==> config.mk <==
export PLATFORM = sky130hd
export DESIGN_NAME = bcd_display_scan
export DESIGN_NICKNAME = d
export VERILOG_FILES = /design/src/rtl/bcd_display_scan.sv
export SDC_FILE = /design/constraint.sdc
export NUM_CORES = 1
export LEC_CHECK = 0
export BUFFER_PORTS_ARGS = -buffer_cell sky130_fd_sc_hd__buf_4
export CAP_MARGIN = 25
export CORE_UTILIZATION = 35
export DETAILED_ROUTE_END_ITERATION = 7
export PLACE_DENSITY = 0.55
export RECOVER_POWER = 100
export SETUP_SLACK_MARGIN = 0.15
export SYNTH_ARGS = -nofsm -noshare
export SYNTH_HDL_FRONTEND = slang
export SYNTH_SLANG_ARGS = --single-unit
export TNS_END_PERCENT = 50
==> constraint.sdc <==
create_clock -name clk -period 5.27 [get_ports clk]
set_input_delay 0.2635 -clock clk [delete_from_list [all_inputs] [get_ports clk]]
set_output_delay 0.2635 -clock clk [all_outputs]
set_load 0.03 [all_outputs]
==> src/rtl/bcd_display_scan.sv <==
// bcd_display_scan
// Drives a multiplexed 4-digit common-anode 7-segment display from a 3-digit
// BCD word.
// - A new word is captured into a pending register.
// - It is committed to the display register only when the scan wraps from
//   slot 3 back to slot 0, so a frame is never drawn from two values.
// - Leading zeros are blanked, and slot 3 is an unused position that stays dark.
module bcd_display_scan #(
  parameter int SCAN_DIV   = 50000,
  parameter bit ACTIVE_LOW = 1'b1,
  parameter bit LZ_BLANK   = 1'b1
) (
  input  logic        clk,
  input  logic        rst,
  input  logic [11:0] bcd_in,
  input  logic        bcd_valid,
  input  logic        blank,
  output logic [6:0]  seg,
  output logic        dp,
  output logic [3:0]  an,
  output logic        frame_start
);

  localparam int PW = (SCAN_DIV > 2) ? $clog2(SCAN_DIV) : 1;
  localparam logic [PW-1:0] PRESC_MAX = PW'(SCAN_DIV - 1);

  // Inactive output levels depend on the display polarity.
  localparam logic [6:0] SEG_OFF = ACTIVE_LOW ? 7'h7F : 7'h00;
  localparam logic [3:0] AN_OFF  = ACTIVE_LOW ? 4'hF  : 4'h0;
  localparam logic       DP_OFF  = ACTIVE_LOW ? 1'b1  : 1'b0;

  // Active-high segment pattern {g,f,e,d,c,b,a}; non-decimal nibbles show a minus.
  function automatic logic [6:0] seg_decode(input logic [3:0] nib);
    logic [6:0] pat;
    case (nib)
      4'd0:    pat = 7'h3F;
      4'd1:    pat = 7'h06;
      4'd2:    pat = 7'h5B;
      4'd3:    pat = 7'h4F;
      4'd4:    pat = 7'h66;
      4'd5:    pat = 7'h6D;
      4'd6:    pat = 7'h7D;
      4'd7:    pat = 7'h07;
      4'd8:    pat = 7'h7F;
      4'd9:    pat = 7'h6F;
      default: pat = 7'h40;
    endcase
    return pat;
  endfunction

  // Converts an active-high segment vector to the physical pin level.
  function automatic logic [6:0] seg_pol(input logic [6:0] pat);
    return ACTIVE_LOW ? ~pat : pat;
  endfunction

  // Converts an active-high anode vector to the physical pin level.
  function automatic logic [3:0] an_pol(input logic [3:0] onehot);
    return ACTIVE_LOW ? ~onehot : onehot;
  endfunction

  // Selects the nibble shown in a slot. Slot 3 has no digit behind it.
  function automatic logic [3:0] slot_digit(input logic [1:0] slot, input logic [11:0] word);
    logic [3:0] nib;
    case (slot)
      2'd0:    nib = word[3:0];
      2'd1:    nib = word[7:4];
      2'd2:    nib = word[11:8];
      default: nib = 4'd0;
    endcase
    return nib;
  endfunction

  // True when the slot must stay dark.
  // - Slot 3 is always dark.
  // - Hundreds are dark when zero.
  // - Tens are dark when both hundreds and tens are zero.
  // Minus nibbles count as nonzero, so they hold the digits to their right lit.
  function automatic logic slot_dark(input logic [1:0] slot, input logic [11:0] word);
    logic hz;
    logic tz;
    logic dark;
    hz = (word[11:8] == 4'd0);
    tz = (word[7:4] == 4'd0);
    case (slot)
      2'd0:    dark = 1'b0;
      2'd1:    dark = LZ_BLANK && hz && tz;
      2'd2:    dark = LZ_BLANK && hz;
      default: dark = 1'b1;
    endcase
    return dark;
  endfunction

  logic [PW-1:0] presc_q, presc_d;
  logic [1:0]    slot_q, slot_d;
  logic [11:0]   disp_q, disp_d;
  logic [11:0]   pend_q, pend_d;
  logic          pending_q, pending_d;
  logic          frame_start_q, frame_start_d;
  logic [6:0]    seg_q, seg_d;
  logic [3:0]    an_q, an_d;
  logic          dp_q, dp_d;

  logic tick;
  logic wrap_tick;

  assign tick      = (presc_q == PRESC_MAX);
  assign wrap_tick = tick && (slot_q == 2'd3);

  // Scan timing, value capture and frame-boundary commit.
  // The commit reads the old pending value before the capture overwrites it.
  // A strobe on the commit tick therefore queues for the following frame.
  always_comb begin
    presc_d       = presc_q + PW'(1);
    slot_d        = slot_q;
    disp_d        = disp_q;
    pend_d        = pend_q;
    pending_d     = pending_q;
    frame_start_d = wrap_tick;

    if (tick) begin
      presc_d = '0;
      slot_d  = slot_q + 2'd1;
    end

    if (wrap_tick && pending_q) begin
      disp_d    = pend_q;
      pending_d = 1'b0;
    end

    if (bcd_valid) begin
      pend_d    = bcd_in;
      pending_d = 1'b1;
    end
  end

  // Output stage: decodes the current slot of the committed value.
  // The blank input overrides all digits.
  always_comb begin
    seg_d = SEG_OFF;
    an_d  = AN_OFF;
    dp_d  = DP_OFF;
    if (!blank && !slot_dark(slot_q, disp_q)) begin
      seg_d = seg_pol(seg_decode(slot_digit(slot_q, disp_q)));
      an_d  = an_pol(4'b0001 << slot_q);
    end
  end

  // Control and data state.
  // Reset discards any pending value and restarts the frame.
  always_ff @(posedge clk or posedge rst) begin
    if (rst) begin
      presc_q       <= '0;
      slot_q        <= 2'd0;
      disp_q        <= 12'h000;
      pend_q        <= 12'h000;
      pending_q     <= 1'b0;
      frame_start_q <= 1'b0;
    end else begin
      presc_q       <= presc_d;
      slot_q        <= slot_d;
      disp_q        <= disp_d;
      pend_q        <= pend_d;
      pending_q     <= pending_d;
      frame_start_q <= frame_start_d;
    end
  end

  // Registered pin drivers.
  // Reset forces them to the inactive level at once, so the display goes dark immediately.
  always_ff @(posedge clk or posedge rst) begin
    if (rst) begin
      seg_q <= SEG_OFF;
      an_q  <= AN_OFF;
      dp_q  <= DP_OFF;
    end else begin
      seg_q <= seg_d;
      an_q  <= an_d;
      dp_q  <= dp_d;
    end
  end

  assign seg         = seg_q;
  assign an          = an_q;
  assign dp          = dp_q;
  assign frame_start = frame_start_q;

endmodule

# After elaboration in Yosys (flattened, before gate mapping)
# Memories as Yosys holds them, arrays and structs flattened.
# Index checks and enable logic that the tools add are counted.
[op_classes]
addsub = 2
mul = 0
n_div = 0
n_lt_le_gt_ge = 0
eq_ne = 4
shifts = 1
mux = 9
n_bitwise = 2
reduce_logical = 10
[ops]
columns = ["cell", "count"]
rows = [
  ["16-bit by 1-bit adder with 16-bit output, second input constant", 1],
  ["16-bit equality test, second input constant", 1],
  ["16-bit two-way mux", 1],
  ["7-bit two-way mux", 2],
  ["4-bit case mux with 3 select lines", 1],
  ["4-bit zero test", 2],
  ["4-bit two-way mux", 2],
  ["7-bit inverter", 1],
  ["2-bit equality test, second input constant", 2],
  ["1-bit logical AND", 4],
  ["4-bit inverter", 1],
  ["1-bit by 2-bit << shifter with 4-bit output, first input constant", 1],
  ["1-bit case mux with 3 select lines", 1],
  ["2-bit by 1-bit adder with 2-bit output, second input constant", 1],
  ["2-bit by 1-bit equality test with 1-bit output, second input constant", 1],
  ["1-bit zero test", 2],
  ["2-bit zero test", 1],
  ["1-bit two-way mux", 2],
  ["2-bit nonzero test", 1],
]
[word_totals]
regBits = 55
latch_bits = 0
mem_bits_rw = 0
rom_bits = 112
input_bits = 16
word_cells = 37
mem_count = 1
[mem_list]
columns = ["memory", "depth", "word_bits", "read_ports", "rd_ports_with_merged_regs", "write_ports", "line", "source"]
rows = [
  ["(name not given)", 16, 7, 1, 0, 0, "35", "case (nib)"],
]

# Depth between registers and ports, before layout
# An unclocked memory read counts as a cell.
[depth]
depth_word = 10
ltp_mapped = 9
depth_no_buf = 9

# Least setup slack after synthesis
# OpenSTA, ideal clock, no wires.
[synth_timing]
path_kind = "reg-to-reg"
from = "register slot_q[0]"
to = "register seg_q[4], in the netlist seg[4]"
setup_ns = 0.062
arrival_time_ns = 2.263
path_slack_ns = 2.945
stages_incl_launch_ff = 10
period_less_slack_ns = 2.325
cell_sequence = "dfrtp_1 inv_1 ha_1 a222oi_1 or2_2 inv_1 ha_1 mux2_2 a221o_1 nand2_1"
[synth_between]
elab_chain_len = 7
elab_cells_between_ends = 12
cone_classes = "eq/ne (2); mux (5); bitwise (1); reduce/logical (3); memory (1)"
[synth_rtl]
columns = ["item", "line", "source"]
rows = [
  ["start: declaration", "94", "logic [1:0] slot_q, slot_d;"],
  ["start signal: assignment", "160", "slot_q <= slot_d;"],
  ["2-bit equality test, or another cell as far along", "64, 84", ""],
  ["4-bit case mux with 3 select lines", "64", "case (slot)"],
  ["4-bit two-way mux", "142", "if (!blank && !slot_dark(slot_q, disp_q)) begin"],
  ["memory read 16 x 7 bit", "--", ""],
  ["7-bit two-way mux", "142", ""],
  ["7-bit inverter", "53", "return ACTIVE_LOW ? ~pat : pat;"],
  ["7-bit two-way mux *", "142", ""],
  ["net seg_d[4]", "99", "logic [6:0] seg_q, seg_d;"],
  ["end signal: assignment", "176", "seg_q <= seg_d;"],
  ["end: declaration", "99", ""],
]
# The timed path passes the listed nets; every way through them passes the cells marked *. The select of a mux whose other input is x is not followed.
# A chain may end at the register's enable or synchronous reset.

# Worst setup path in the final report
[layout_timing]
from = "register presc_q[7]"
to = "register disp_q[9]"
[layout_between]
elab_chain_len = 3
[layout_rtl]
columns = ["item", "line", "source"]
rows = [
  ["start: declaration", "93", "logic [PW-1:0] presc_q, presc_d;"],
  ["start signal: assignment", "159", "presc_q <= presc_d;"],
  ["16-bit equality test", "106", "assign tick = (presc_q == PRESC_MAX);"],
  ["1-bit logical AND", "107", "assign wrap_tick = tick && (slot_q == 2'd3);"],
  ["1-bit logical AND", "125", "if (wrap_tick && pending_q) begin"],
  ["end signal: assignment", "161", "disp_q <= disp_d;"],
  ["end: declaration", "95", "logic [11:0] disp_q, disp_d;"],
]
# Every way passes these cells.

==> results.txt <==
Run status: finished with violations
Failing checks: capacitance limit, slew limit
Worst-case setup slack after placement: 2.61 ns
Max-cap viol count: 2
Clock Pin Slew Worst Setup and Hold Paths: 0.10 ns
Synthesized flop and latch total: 55
Number of buffers created by CTS: 5
Minimum clock period: 3.67 ns
Clock tree from TritonCTS: done
Total Power: 0.769 mW
Leakage power of the design: 1.29 nW
All-layer global routing usage: 0.127
Most common cell after layout, fill and taps aside: sky130_fd_sc_hd__dfrtp_1
Part of the power in combinational logic: 0.051
Sink count of the clock tree: 55
Die outline height: 88.2 µm
Initial antenna violation count: 0
CTS H-Tree Depth: 2
Number of routed nets with antenna violations: 0
EDFF count, synth: 0
Pin count of the biggest net entering global routing: 56
Vias post-DR: 1,583
Count of final hold-check violations: 0
Share of synthesized area spent on multiplexers: 0.127
Synthesized-area fraction occupied by xor and xnor cells: 0.0471
Post-detailed-route DRC marker count: 0
Post-Synth Simple-Gate Area: 0.141
First-pass GRT wire length: 7.56 mm
Number of buffers added to fix hold violations after cts: 0
Net switching power: 0.172 mW
DP Wirelength: 3.01 mm
Core Rows: 31
Largest driver fanout on the critical path: 13
Die area: 0.00778 mm²
Detailed Route WL: 4.31 mm
Die W: 88.2 µm
First-pass detailed-route iteration total: 4
Post-synthesis compound-gate area fraction: 0.0567
WP data arrival: 3.87 ns
Adder-Cell Fraction of Synth Area: 0.0577
Proportion of layout cells with a drive suffix above 1: 0.234
Worst setup slack for register-to-register paths: 1.60 ns
Avg Inst Size Synth: 12.5 µm²
Crit share post-route: 0.696
Final count of negative-setup-slack endpoints: 0
Int Power: 0.597 mW
Routed wirelength normalized by instance count: 12.8 µm
Combined area of all synthesized cells: 0.00260 mm²
Signed area change from the synthesized netlist to the final layout: 11.5%
Final RePlAce weighted congestion: 0.794
Via density: 4.68
Hold Slack: 0.168 ns
Antenna cells: 0
Synth area leaders: sky130_fd_sc_hd__dfrtp_1 (42%), sky130_fd_sc_hd__dfstp_2 (11%), sky130_fd_sc_hd__mux2_2 (6.9%), sky130_fd_sc_hd__ha_1 (5.8%), sky130_fd_sc_hd__mux2_4 (5.8%)
Setup skew after layout: 0.00546 ns
Number of input and output port buffers inserted: 27
Min-delay worst type: input pin to flop
Flop pwr share: 0.573
Resized Gates After CTS: 0
Clock latency reported for the late side of the worst-skew pair: 0.31 ns
Combinational family with the most area after synthesis: simple AND/OR/NAND/NOR gates
Switching part of the total power: 0.223
Standard cell core area: 0.00721 mm²
Via count of the first global-routing pass: 1,533
Global-route congestion overflow total: 0
Normalized max-slew margin: -0.881
Relative contribution of the clock network to total power: 0.376
Clock buffer depth: 2
Fillers: 769
Most frequently used flop master after synthesis: sky130_fd_sc_hd__dfrtp_1
Post-CTS setup-driven buffer insertion count: 0
Final setup TNS: 0 ns
Root buffer cell: sky130_fd_sc_hd__clkbuf_8
Proportion of synthesized flip-flops having asynchronous set or reset: 1.00
Syn nets: 237
Critical Path Sink Type: flop
Most frequent cells in the layout: sky130_fd_sc_hd__dfrtp_1 (44), sky130_fd_sc_hd__mux2_2 (16), sky130_fd_sc_hd__nor2_1 (14), sky130_fd_sc_hd__buf_4 (14), sky130_fd_sc_hd__clkbuf_1 (14)
I/O Pins: 29
Count of unique library cells instantiated by Yosys: 45
Setup crit start kind: flop
Cell type contributing the most total cell area after synthesis: sky130_fd_sc_hd__dfrtp_1
Slew at the pin closest to its max-slew limit: 2.82 ns
Required time reported for the critical path endpoint: 5.47 ns
Worst Path Class, Setup: flop to flop
RSZ-0062 raised after global routing: false
Maximum frequency from static timing analysis: 273 MHz
Total Nets Final: 266
Initial DRC Count: 132
Minimum setup slack in the final design: 1.60 ns
Syn Inst Count: 209
Pins Over Slew Limit: 70
Synth warnings: 0
Peak supply drop: 0.130 mV
Initial Utilization: 0.361
Power density relative to cell area: 265 mW/mm²
Share of the synthesized area in the top cell type: 0.423
Share of the core filled with cells: 0.402
Share of the yosys chip area belonging to registers: 0.534
[flip-flops by register name (all words and copies together) (netlist names)]
signal       flops
an               4
disp_q          12
frame_start      1
pend_q          12
pending_q        1
presc_q         16
seg              7
slot_q           2
[cells by family (layout without fill, tap and decap cells)]
logic type,after synthesis,count (layout)
compound gates,21,21
xor+xnor,14,14
fa+ha+maj,12,12
buf+inv,17,47
flops,55,55
mux,26,26
other cells,1,1
simple gates,63,63
[layer usage]
layer	track usage	vias up	part of all wire	wire length (µm)
li1	-	790	-	-
met1	0.185	757	0.52	2250
met2	0.183	28	0.43	1840
met3	0.0317	8	0.038	163
met4	0.0484	0	0.014	61
met5	0	-	0	0
[critical path: stages (launching register included)]
cell and delay (ns):
sky130_fd_sc_hd__dfrtp_1 0.47, sky130_fd_sc_hd__or4b_2 0.66, sky130_fd_sc_hd__nor4_1 1.56, sky130_fd_sc_hd__and3_4 0.51, sky130_fd_sc_hd__mux2_2 0.35
[power by group through the flow]
stage          clock, mW  combinational (mW)  sequential (mW)
4_1_cts            0.299              0.0441            0.442
6_report           0.289              0.0390            0.441
3_3_place_gp           0              0.0429            0.450
2_1_floorplan          0              0.0208            0.454
5_1_grt            0.318              0.0441            0.443
3_5_place_dp           0              0.0437            0.450
[per-stage QoR]
step	area, µm²	instances
2_1_floorplan	2600	209
3_3_place_gp	2880	329
3_5_place_dp	2890	330
4_1_cts	3000	338
5_1_grt	2900	338
6_report	2900	338
[layout make-up]
class | instances | area, µm² | area share
sequential | 55 | 1390 | 0.479
multi-input combinational | 137 | 1070 | 0.368
timing repair buffer | 29 | 165 | 0.0569
tap | 99 | 124 | 0.0427
clock buffer | 5 | 68.8 | 0.0237
clock inverter | 3 | 47.5 | 0.0164
inverter | 10 | 37.5 | 0.0129
[final timing paths]
kind | start | to | depth (start not counted)
min in group asynchronous | rst | presc_q[13] | 3
worst max register to register | presc_q[7] | disp_q[9] | 4
worst min-delay path | blank | an[1] | 3
worst max-delay path | presc_q[7] | disp_q[9] | 4
max in group asynchronous | rst | pend_q[9] | 3
worst min register to register | presc_q[0] | presc_q[0] | 1
[cells in the mapped netlist, drive strengths merged (2+ instances only)]
master   n
a21oi    2
a222oi   4
and3     2
buf      4
clkbuf   3
dfrtp   44
dfstp   11
ha      12
inv     10
mux2    26
nand2   10
nand3    6
nand4    8
nor2    14
nor2b    4
nor3     3
nor4     4
o21ai    8
or2      2
or4b     2
xnor2    8
xor2     6
Note: power is estimated with default switching activity, not from simulation.
